`src/rtl/motor_ctrl_pkg.sv`:
```
// Shared scheduler types, default sizing and the saturating error subtract.
package motor_ctrl_pkg;

  localparam int NCH_DEF     = 8;
  localparam int W_DEF       = 32;
  localparam int TIMEOUT_DEF = 1024;

  typedef enum logic [2:0] {
    IDLE,
    CAPTURE,
    ISSUE,
    WAIT,
    APPLY,
    DONE
  } sched_state_t;

  // One extra bit of headroom; clamp when the top two bits disagree.
  function automatic logic [W_DEF-1:0] sat_sub(input logic [W_DEF-1:0] a,
                                               input logic [W_DEF-1:0] b);
    logic [W_DEF:0] d;
    d = {a[W_DEF-1], a} - {b[W_DEF-1], b};
    if (d[W_DEF] != d[W_DEF-1]) begin
      sat_sub = {d[W_DEF], {(W_DEF-1){~d[W_DEF]}}};
    end else begin
      sat_sub = d[W_DEF-1:0];
    end
  endfunction

endpackage

```
`src/rtl/pid_err_sat.sv`:
```
// Signed a - b clamped to the W-bit range; purely combinational, no backpressure.
module pid_err_sat
  import motor_ctrl_pkg::*;
#(
  parameter int W = W_DEF
) (
  input  logic [W-1:0] a_i,
  input  logic [W-1:0] b_i,
  output logic [W-1:0] diff_o
);

  if (W == W_DEF) begin : g_pkg
    assign diff_o = sat_sub(a_i, b_i);
  end else begin : g_gen
    logic [W:0] d;
    assign d      = {a_i[W-1], a_i} - {b_i[W-1], b_i};
    assign diff_o = (d[W] != d[W-1]) ? {d[W], {(W-1){~d[W]}}} : d[W-1:0];
  end

endmodule

```
`src/rtl/pid_channel_scheduler.sv`:
```
// Per tick: snapshot errors, then round-robin NCH channels through one shared PID unit.
// Frame = 3 + NCH*(issue wait + rsp wait + 1) cycles; request holds until ready, e_stop aborts.
module pid_channel_scheduler
  import motor_ctrl_pkg::*;
#(
  parameter int NCH         = NCH_DEF,
  parameter int W           = W_DEF,
  parameter int TIMEOUT_CYC = TIMEOUT_DEF
) (
  input  logic                     clk,
  input  logic                     reset,
  input  logic                     tick,
  input  logic                     enable,
  input  logic                     e_stop,
  input  logic [NCH-1:0]           limit,
  input  logic [NCH*W-1:0]         setpoint,
  input  logic [NCH*W-1:0]         position,
  output logic                     pid_req_valid,
  input  logic                     pid_req_ready,
  output logic [$clog2(NCH)-1:0]   pid_req_ch,
  output logic [W-1:0]             pid_req_error,
  input  logic                     pid_rsp_valid,
  input  logic [$clog2(NCH)-1:0]   pid_rsp_ch,
  input  logic [W-1:0]             pid_rsp_corr,
  output logic [NCH*W-1:0]         error_out,
  output logic [NCH*W-1:0]         correction_out,
  output logic                     busy,
  output logic                     done,
  output logic                     overrun,
  output logic                     timeout_err,
  output logic                     ch_mismatch
);

  localparam int CW = $clog2(NCH);
  localparam int TW = $clog2(TIMEOUT_CYC + 1);
  localparam logic [CW-1:0] LAST_CH  = CW'(NCH - 1);
  localparam logic [TW-1:0] TMO_LAST = TW'(TIMEOUT_CYC - 1);

  sched_state_t   state_q, state_d;
  logic [CW-1:0]  ch_q;
  logic [W-1:0]   err_q  [NCH];
  logic [W-1:0]   corr_q [NCH];
  logic [W-1:0]   err_now[NCH];
  logic [W-1:0]   rsp_corr_q;
  logic [TW-1:0]  cnt_q;
  logic           overrun_q;
  logic           timeout_q;
  logic           mismatch_q;

  logic           in_wait;
  logic           rsp_hit;
  logic           rsp_miss;
  logic           tmo_hit;

  for (genvar c = 0; c < NCH; c++) begin : g_ch
    pid_err_sat #(.W(W)) u_sat (
      .a_i    (setpoint[c*W +: W]),
      .b_i    (position[c*W +: W]),
      .diff_o (err_now[c])
    );
    assign error_out[c*W +: W]      = err_q[c];
    assign correction_out[c*W +: W] = corr_q[c];
  end

  assign in_wait  = (state_q == WAIT);
  assign rsp_hit  = in_wait && pid_rsp_valid && (pid_rsp_ch == ch_q);
  assign rsp_miss = in_wait && pid_rsp_valid && (pid_rsp_ch != ch_q);
  assign tmo_hit  = in_wait && !rsp_hit && (cnt_q == TMO_LAST);

  assign pid_req_ch    = ch_q;
  assign pid_req_error = err_q[ch_q];
  assign overrun       = overrun_q;
  assign timeout_err   = timeout_q;
  assign ch_mismatch   = mismatch_q;

  always_ff @(posedge clk) begin
    if (reset) begin
      state_q <= IDLE;
    end else begin
      state_q <= state_d;
    end
  end

  always_comb begin
    state_d = state_q;
    if (e_stop) begin
      state_d = IDLE;
    end else begin
      case (state_q)
        IDLE:    if (tick && enable) state_d = CAPTURE;
        CAPTURE: state_d = ISSUE;
        ISSUE:   if (pid_req_ready) state_d = WAIT;
        WAIT:    if (rsp_hit || tmo_hit) state_d = APPLY;
        APPLY:   state_d = (ch_q == LAST_CH) ? DONE : ISSUE;
        DONE:    state_d = IDLE;
        default: state_d = IDLE;
      endcase
    end
  end

  always_comb begin
    pid_req_valid = 1'b0;
    busy          = 1'b0;
    done          = 1'b0;
    case (state_q)
      CAPTURE, WAIT, APPLY: busy = 1'b1;
      ISSUE: begin
        busy          = 1'b1;
        pid_req_valid = 1'b1;
      end
      DONE: begin
        busy = 1'b1;
        done = 1'b1;
      end
      default: ;
    endcase
  end

  always_ff @(posedge clk) begin
    if (reset) begin
      ch_q       <= '0;
      rsp_corr_q <= '0;
      cnt_q      <= '0;
      overrun_q  <= 1'b0;
      timeout_q  <= 1'b0;
      mismatch_q <= 1'b0;
      for (int c = 0; c < NCH; c++) begin
        err_q[c]  <= '0;
        corr_q[c] <= '0;
      end
    end else begin
      if (tick && busy) overrun_q <= 1'b1;
      if (e_stop) begin
        // Immediate kill of the PWM drive; measured errors stay visible.
        ch_q <= '0;
        for (int c = 0; c < NCH; c++) corr_q[c] <= '0;
      end else begin
        case (state_q)
          CAPTURE: begin
            ch_q <= '0;
            for (int c = 0; c < NCH; c++) err_q[c] <= err_now[c];
          end
          ISSUE: cnt_q <= '0;
          WAIT: begin
            cnt_q <= cnt_q + 1'b1;
            if (rsp_miss) mismatch_q <= 1'b1;
            if (rsp_hit) begin
              rsp_corr_q <= pid_rsp_corr;
            end else if (tmo_hit) begin
              rsp_corr_q <= '0;
              timeout_q  <= 1'b1;
            end
          end
          APPLY: begin
            corr_q[ch_q] <= limit[ch_q] ? '0 : rsp_corr_q;
            if (ch_q != LAST_CH) ch_q <= ch_q + 1'b1;
          end
          default: ;
        endcase
      end
    end
  end

endmodule

```
`config.mk`:
```
export PLATFORM = sky130hd
export DESIGN_NAME = pid_channel_scheduler
export DESIGN_NICKNAME = d
export VERILOG_FILES = /design/src/rtl/motor_ctrl_pkg.sv /design/src/rtl/pid_err_sat.sv /design/src/rtl/pid_channel_scheduler.sv
export SDC_FILE = /design/constraint.sdc
export NUM_CORES = 1
export LEC_CHECK = 0
export BUFFER_PORTS_ARGS = -buffer_cell sky130_fd_sc_hd__buf_4
export CORE_AREA = 2 2 436 438
export DETAILED_ROUTE_END_ITERATION = 6
export DIE_AREA = 0 0 438 440
export GPL_ROUTABILITY_DRIVEN = 0
export SKIP_LAST_GASP = 1
export SLEW_MARGIN = 20
export SYNTH_ARGS = -nofsm -noshare
export SYNTH_HDL_FRONTEND = slang
export SYNTH_SLANG_ARGS = --single-unit
```
`constraint.sdc`:
```
create_clock -name clk -period 22.9 [get_ports clk]
set_clock_uncertainty 0.1 [all_clocks]
set_input_delay 2.29 -clock clk [delete_from_list [all_inputs] [get_ports clk]]
set_output_delay 2.29 -clock clk [all_outputs]
set_load 0.02 [all_outputs]
```
==> out/metrics.cfg, run 1 <==
[outcome]
outcome=finished, final reports clean

[clocking]
cts_hold_buf=0
clockBufferDepth=3
clkSinkCount=567
clkTransAtPathRegs_ns=0.07
cts_tree=yes
root_buffer=clkbuf_16
insertion_delay_ns=0.67
cts_buffers=67
cts_resized=0
cts_max_level=3
postCtsSetupBuffers=0

[floorplan]
die-area_mm2=0.193
start_util=0.195
die_h_um=440
die_x_um=438
core-area_mm2=0.189
ioPinCount=1115
rows=160

[yosys]
synth_edf_count=512
synthTopCellsByCount=512 x edfxtp_1, 322 x inv_1, 321 x o21ai_0, 282 x and2_1, 259 x ha_1
synthFlopType=edfxtp_1
synth_area_leaders=edfxtp_1 42%, ha_1 8.8%, and2_1 4.8%, o21ai_0 4.4%, mux4_2 4.0%
synth_cells=3548
yosysMostFrequentCell=edfxtp_1
yosys_warnings=0
synth_top_area_cell=edfxtp_1
ys_ff_latch=567
yosys.area.top_type_share=0.418
syn-cell-area_mm2=0.0368
syn_nets=4377
synthDistinctLibCells=85
synthArstFlopShare=0
synth.avg_cell_area_um2=10.4
synth-seq-area-share=0.448

[setup_path]
critPathCaptureType=flop
crit_fanout=71
reg2reg_to=err_q[0][0]
cp_common_cell=buf_4
crit-reg2reg-launch=state_q[0]
slowest_delay_ns=0.83
critPathArrivalTime_ns=6.60
crit_path_cell_trace=buf_4 -> o21bai_4 -> buf_4 -> buf_4 -> buf_4 -> buf_4
r2r_setup_slack_ns=17.54
start_kind=input port
worstSetupPathType=input port to flop
cp_data_required_time_ns=23.09
critPathSlowestCell=buf_4
r2r_cells=6
worst-path-buf-inv=5
critical-path-top-delay-family=buffers and inverters
crit_cells=6

[routing]
ant_nets=0
routed_wl_mm=200
post_drt_wl_per_cell_um=27.6
dr.pass1.iters=6
detail_route.iter0.violations=3544
drc=0
num_vias=34293
drt-vias-per-instance=4.72

[sta]
maxSlewViolCount=0
post-route-min-period_ns=6.42
hold_viol=0
finalSetupViolations=0
fmax_mhz=156
period_share=0.280
tns_ns=0
tightest_slew_ns=1.06
rsz0062_at_grt=false
relSlewSlack=0.296

[placed_design]
portBuffers=1114
hpwl_mm=170
dpl_cell_area_mm2=0.0481

[final_layout]
synthToLayoutAreaGrowth_pct=37.5
final_area_mm2=0.0506
drive_above_1_share=0.303
final_core_util=0.268
nets=5449

[pwr]
net-switching-power_uw=1010
vdd_drop_max_mv=0.0566
combPwrFrac=0.251
leakagePower_uw=0.0226
switching_share=0.322
intPower_uw=2130
power.share.sequential=0.400
clockPowerShare=0.350
powerDensity_mw_per_mm2=62.1

[hold_path]
holdPathStages=2
hold_path_class=flop to flop
hold_path_end=ch_mismatch
min_from=ch_mismatch

[global_route]
track_usage=0.197
grt_pass1_wl_mm=263
antenna_found_initial=76
grt_max_degree=72
gr-total-overflow=0
grt_pass1_vias=32030

[flow_run]
cap_violations=0

how the worst max path moves through the flow:
stage            from           end  slack [ns]
6_report        reset   err_q[0][0]       16.48
5_1_grt         reset  err_q[0][14]       16.28
4_1_cts         reset  err_q[0][14]       16.57
3_5_place_dp    reset  err_q[0][29]       15.82
3_3_place_gp    reset  err_q[0][29]       15.94
2_1_floorplan  e_stop   err_q[0][0]        7.68
power groups by stage:
stage	logic [µW]	registers [µW]	clock network [µW]
3_5_place_dp	773	1280	0
2_1_floorplan	370	1310	0
4_1_cts	777	1260	1120
5_1_grt	835	1260	1160
3_3_place_gp	768	1280	0
6_report	787	1260	1100
tightest hold or removal path, cell delays in order (launching register included):
cell and delay [ns]:
dfxtp_1 0.34, a21oi_1 0.05, nor2_1 0.07
final cells by class:
class | count | area [µm²]
fillers | 19987 | 138000
multi-input cells | 2517 | 18700
flip-flops and latches | 567 | 16500
repair buffers | 1145 | 8600
well taps | 2511 | 3140
clock buffers | 90 | 1810
inverters | 322 | 1210
clock inverters | 32 | 419
diodes | 82 | 205
metal layers:
layer	share of wire	wire length (µm)	track usage
met1	0.37	73500	0.225
met2	0.47	94500	0.322
met3	0.090	17900	0.0553
met4	0.070	14000	0.131
met5	0.0010	209	0.00720
cells in the final DEF, fill, tap and decap left out, types with 45 or more instances in the layout:
cell       instances
clkbuf_16         68
mux4_2            66
xor2_1           102
buf_4           1145
diode_2           82
o21ai_0          315
nand2_1          147
a21o_1           176
a21oi_1          233
and2_1           282
ha_1             259
xnor2_1          119
dfxtp_1           52
nor2_1           176
inv_1            322
nand3_1           45
edfxtp_1         512
registers in the layout, indices dropped and copies added (netlist names), named ones only:
name / count
ch_mismatch: 1
cnt_q: 11
corr_q: 256
err_q: 256
overrun: 1
pid_req_ch: 3
rsp_corr_q: 32
state_q: 3
timeout_err: 1
through the flow:
stage	power [µW]	setup WS, ns	hold slack [ns]	std cells
after floorplan	1680	7.68	0.367	3548
after global placement	2050	15.94	0.365	7062
after detailed placement	2050	15.82	0.368	7062
after CTS	3150	16.57	0.387	7184
after global routing	3250	16.28	0.424	7250
final	3140	16.48	0.388	7266
logic make-up (layout without fill, tap and decap cells):
logic type / Yosys count / after routing / share of synthesized area
compound gates: 1053 / 1053 / 0.182
simple gates: 867 / 867 / 0.123
flops: 567 / 567 / 0.448
buf+inv: 464 / 1589 / 0.0487
fa+ha+maj: 267 / 267 / 0.0925
xor+xnor: 221 / 221 / 0.0526
mux: 109 / 109 / 0.0533
other cells: 0 / 82 / 0
No activity file was read; power rests on OpenSTA's default activity.
==> inputs of run 2 (changes only) <==
--- a/config.mk
+++ b/config.mk
@@ -5,10 +5,11 @@
 export SDC_FILE = /design/constraint.sdc
 export NUM_CORES = 1
 export LEC_CHECK = 0
+export ABC_AREA = 1
 export BUFFER_PORTS_ARGS = -buffer_cell sky130_fd_sc_hd__buf_4
-export CORE_AREA = 2 2 436 438
+export CORE_AREA = 2 2 431 433
 export DETAILED_ROUTE_END_ITERATION = 6
-export DIE_AREA = 0 0 438 440
+export DIE_AREA = 0 0 433 435
 export GPL_ROUTABILITY_DRIVEN = 0
 export SKIP_LAST_GASP = 1
 export SLEW_MARGIN = 20
==> constraint.sdc (replaced) <==
create_clock -name clk -period 5.2 [get_ports clk]
set_clock_uncertainty 0.1 [all_clocks]
set_input_delay 0.52 -clock clk [delete_from_list [all_inputs] [get_ports clk]]
set_output_delay 0.52 -clock clk [all_outputs]
set_load 0.02 [all_outputs]
==> out/metrics.cfg, run 2 <==
[yosys]
yosys_warnings=0  ; unchanged
synth_area_leaders=edfxtp_1 36%, nand2_1 15%, nor2_1 8.0%, inv_1 7.9%, ha_1 7.5%
yosys.area.top_type_share=0.358  ; -0.0599
synthTopCellsByCount=1710 x nand2_1, 915 x nor2_1, 908 x inv_1, 512 x edfxtp_1, 353 x a21oi_1
synthFlopType=edfxtp_1
synth_top_area_cell=edfxtp_1
synth-seq-area-share=0.384  ; -0.0642
synth_edf_count=512  ; unchanged
synthDistinctLibCells=54  ; -36%
yosysMostFrequentCell=nand2_1
ys_ff_latch=567  ; unchanged
synthArstFlopShare=0  ; unchanged
synth_cells=5956  ; +68%
syn-cell-area_mm2=0.0429  ; +17%
synth.avg_cell_area_um2=7.21  ; -30%
syn_nets=6785  ; +55%

[global_route]
grt_max_degree=129  ; +79%
grt_pass1_wl_mm=318  ; +21%
track_usage=0.236  ; +0.0392
grt_pass1_vias=43972  ; +37%
gr-total-overflow=0  ; unchanged
antenna_found_initial=28  ; -63%

[final_layout]
final_core_util=0.308  ; +0.0400
final_area_mm2=0.0567  ; +12%
final_cells=9611  ; +32%
final_common_cell=nand2_1
nets=7893  ; +45%
reg_top3=corr_q (256), err_q (256), rsp_corr_q (32)
synthToLayoutAreaGrowth_pct=32.1
drive_above_1_share=0.216  ; -0.0870
fill_cells=19740  ; -1.2%
final_cell_mix=1703 x nand2_1, 1152 x buf_4, 914 x nor2_1

[setup_path]
slowest_delay_ns=1.02  ; +0.19 ns
crit_fanout=65  ; -8.5%
cp_data_required_time_ns=4.58  ; -18.51 ns
critPathArrivalTime_ns=4.33  ; -2.27 ns
start_kind=flop
cp_common_cell=buf_4
worstSetupPathType=flop to primary output
crit_path_cell_trace=buf_4 -> clkinv_2 -> nor2_1 -> o21ai_0 -> a31oi_1 -> buf_4
critPathSlowestCell=clkinv_2
critPathCaptureType=primary output

[routing]
detail_route.iter0.violations=4001  ; +13%
drc=1  ; +1
routed_wl_mm=231  ; +15%
dr.pass1.iters=7  ; +1
ant_nets=0  ; unchanged
post_drt_wl_per_cell_um=24.0  ; -13%
drt-vias-per-instance=4.70  ; -0.51%
num_vias=45131  ; +32%

[floorplan]
die_x_um=433  ; -1.1%
ioPinCount=1115  ; unchanged
core-area_mm2=0.184  ; -2.4%
die_h_um=435  ; -1.1%
rows=158  ; -1.3%
die-area_mm2=0.188  ; -2.3%
start_util=0.233  ; +0.0382

[clocking]
insertion_delay_ns=0.66  ; about the same
clkSinkCount=567  ; unchanged
clkTransAtPathRegs_ns=0.06  ; about the same
clockBufferDepth=3  ; unchanged
cts_max_level=3  ; unchanged
cts_tree=yes
root_buffer=clkbuf_16
cts_buffers=70  ; +4.5%
cts_resized=0  ; unchanged
cts_hold_buf=29  ; +29
postCtsSetupBuffers=0  ; unchanged

[sta]
fmax_mhz=202
finalSetupViolations=0  ; unchanged
rsz0062_at_grt=false
post-route-min-period_ns=4.95
whs_ns=0.0647  ; -0.324 ns
hold_viol=0  ; unchanged
tightest_slew_ns=1.13  ; +0.0756 ns
period_share=0.951
maxSlewViolCount=0  ; unchanged
relSlewSlack=0.245  ; -0.0504

[placed_design]
placedCellCount=9443  ; +34%
hpwl_mm=195  ; +15%
portBuffers=1114  ; unchanged
dpl_cell_area_mm2=0.0540  ; +12%

[pwr]
powerDensity_mw_per_mm2=269  ; +330%
vdd_drop_max_mv=0.217  ; +280%
leakagePower_uw=0.0283  ; +25%
total_power_uw=15300  ; +390%

[outcome]
violations=design-rule violations
outcome=finished with violations

[flow_run]
cap_violations=0  ; unchanged

[hold_path]
hold_path_class=input port to flop

[run 2: power by group]
part	switching (µW)	internal, µW	leakage [µW]	total (µW)
logic	2910	1540	0.0212	4450
clock network	2190	2960	0.00116	5150
registers	428	5240	0.00594	5670
total	5530	9740	0.0283	15300
[run 2: cell type report]
| type | instances | area, µm² | area share |
|---|---|---|---|
| multi-input cells | 4318 | 22200 | 0.391 |
| flip-flops and latches | 567 | 16500 | 0.291 |
| repair buffers | 1187 | 9060 | 0.160 |
| inverters | 920 | 3480 | 0.0613 |
| well taps | 2480 | 3100 | 0.0547 |
| clock buffers | 85 | 1870 | 0.0329 |
| clock inverters | 43 | 528 | 0.00931 |
| diodes | 11 | 27.5 | 0.000485 |
[run 2: through the flow]
stage	setup WS, ns	TNS (ns)
detailed placement	0.808	0
global route	0.164	0
global placement	0.812	0
floorplan	-0.184	-47.05
finish	0.255	0
CTS	0.0283	0
[run 2: cells by family after synthesis]
family	share of synthesized area
adders and majority gates	0.0792
DFF	0.384
AOI/OAI and AO/OA	0.116
and+or+nand+nor	0.287
buffers and inverters	0.101
xor gates and xnor gates	0.0337
[run 2: path summary, 6_finish.rpt]
| kind | startpoint | to | slack [ns] | cells past startpoint |
|---|---|---|---|---|
| min reg2reg | cnt_q[4] | cnt_q[4] | 0.34 | 2 |
| min | pid_rsp_corr[1] | rsp_corr_q[1] | 0.06 | 3 |
| max | flop | pid_req_error[17] | 0.25 | 6 |
| max reg2reg | pid_req_ch[0] | corr_q[7][5] | 1.81 | 7 |
[run 2: routing by layer]
layer	GRT usage	up-vias	share of wire
met4	0.156	20	0.073
met5	0	-	0.00056
met1	0.251	21060	0.35
met2	0.426	2260	0.51
li1	-	21263	-
met3	0.0419	528	0.068
[run 2: critical path, delay by kind of cell, from the launching register on]
kind	cells	cell delay, ns
buffers and inverters	3	1.89
AND/OR/NAND/NOR	1	0.53
flip-flops	1	0.31
AO/OA/AOI/OAI	2	0.81
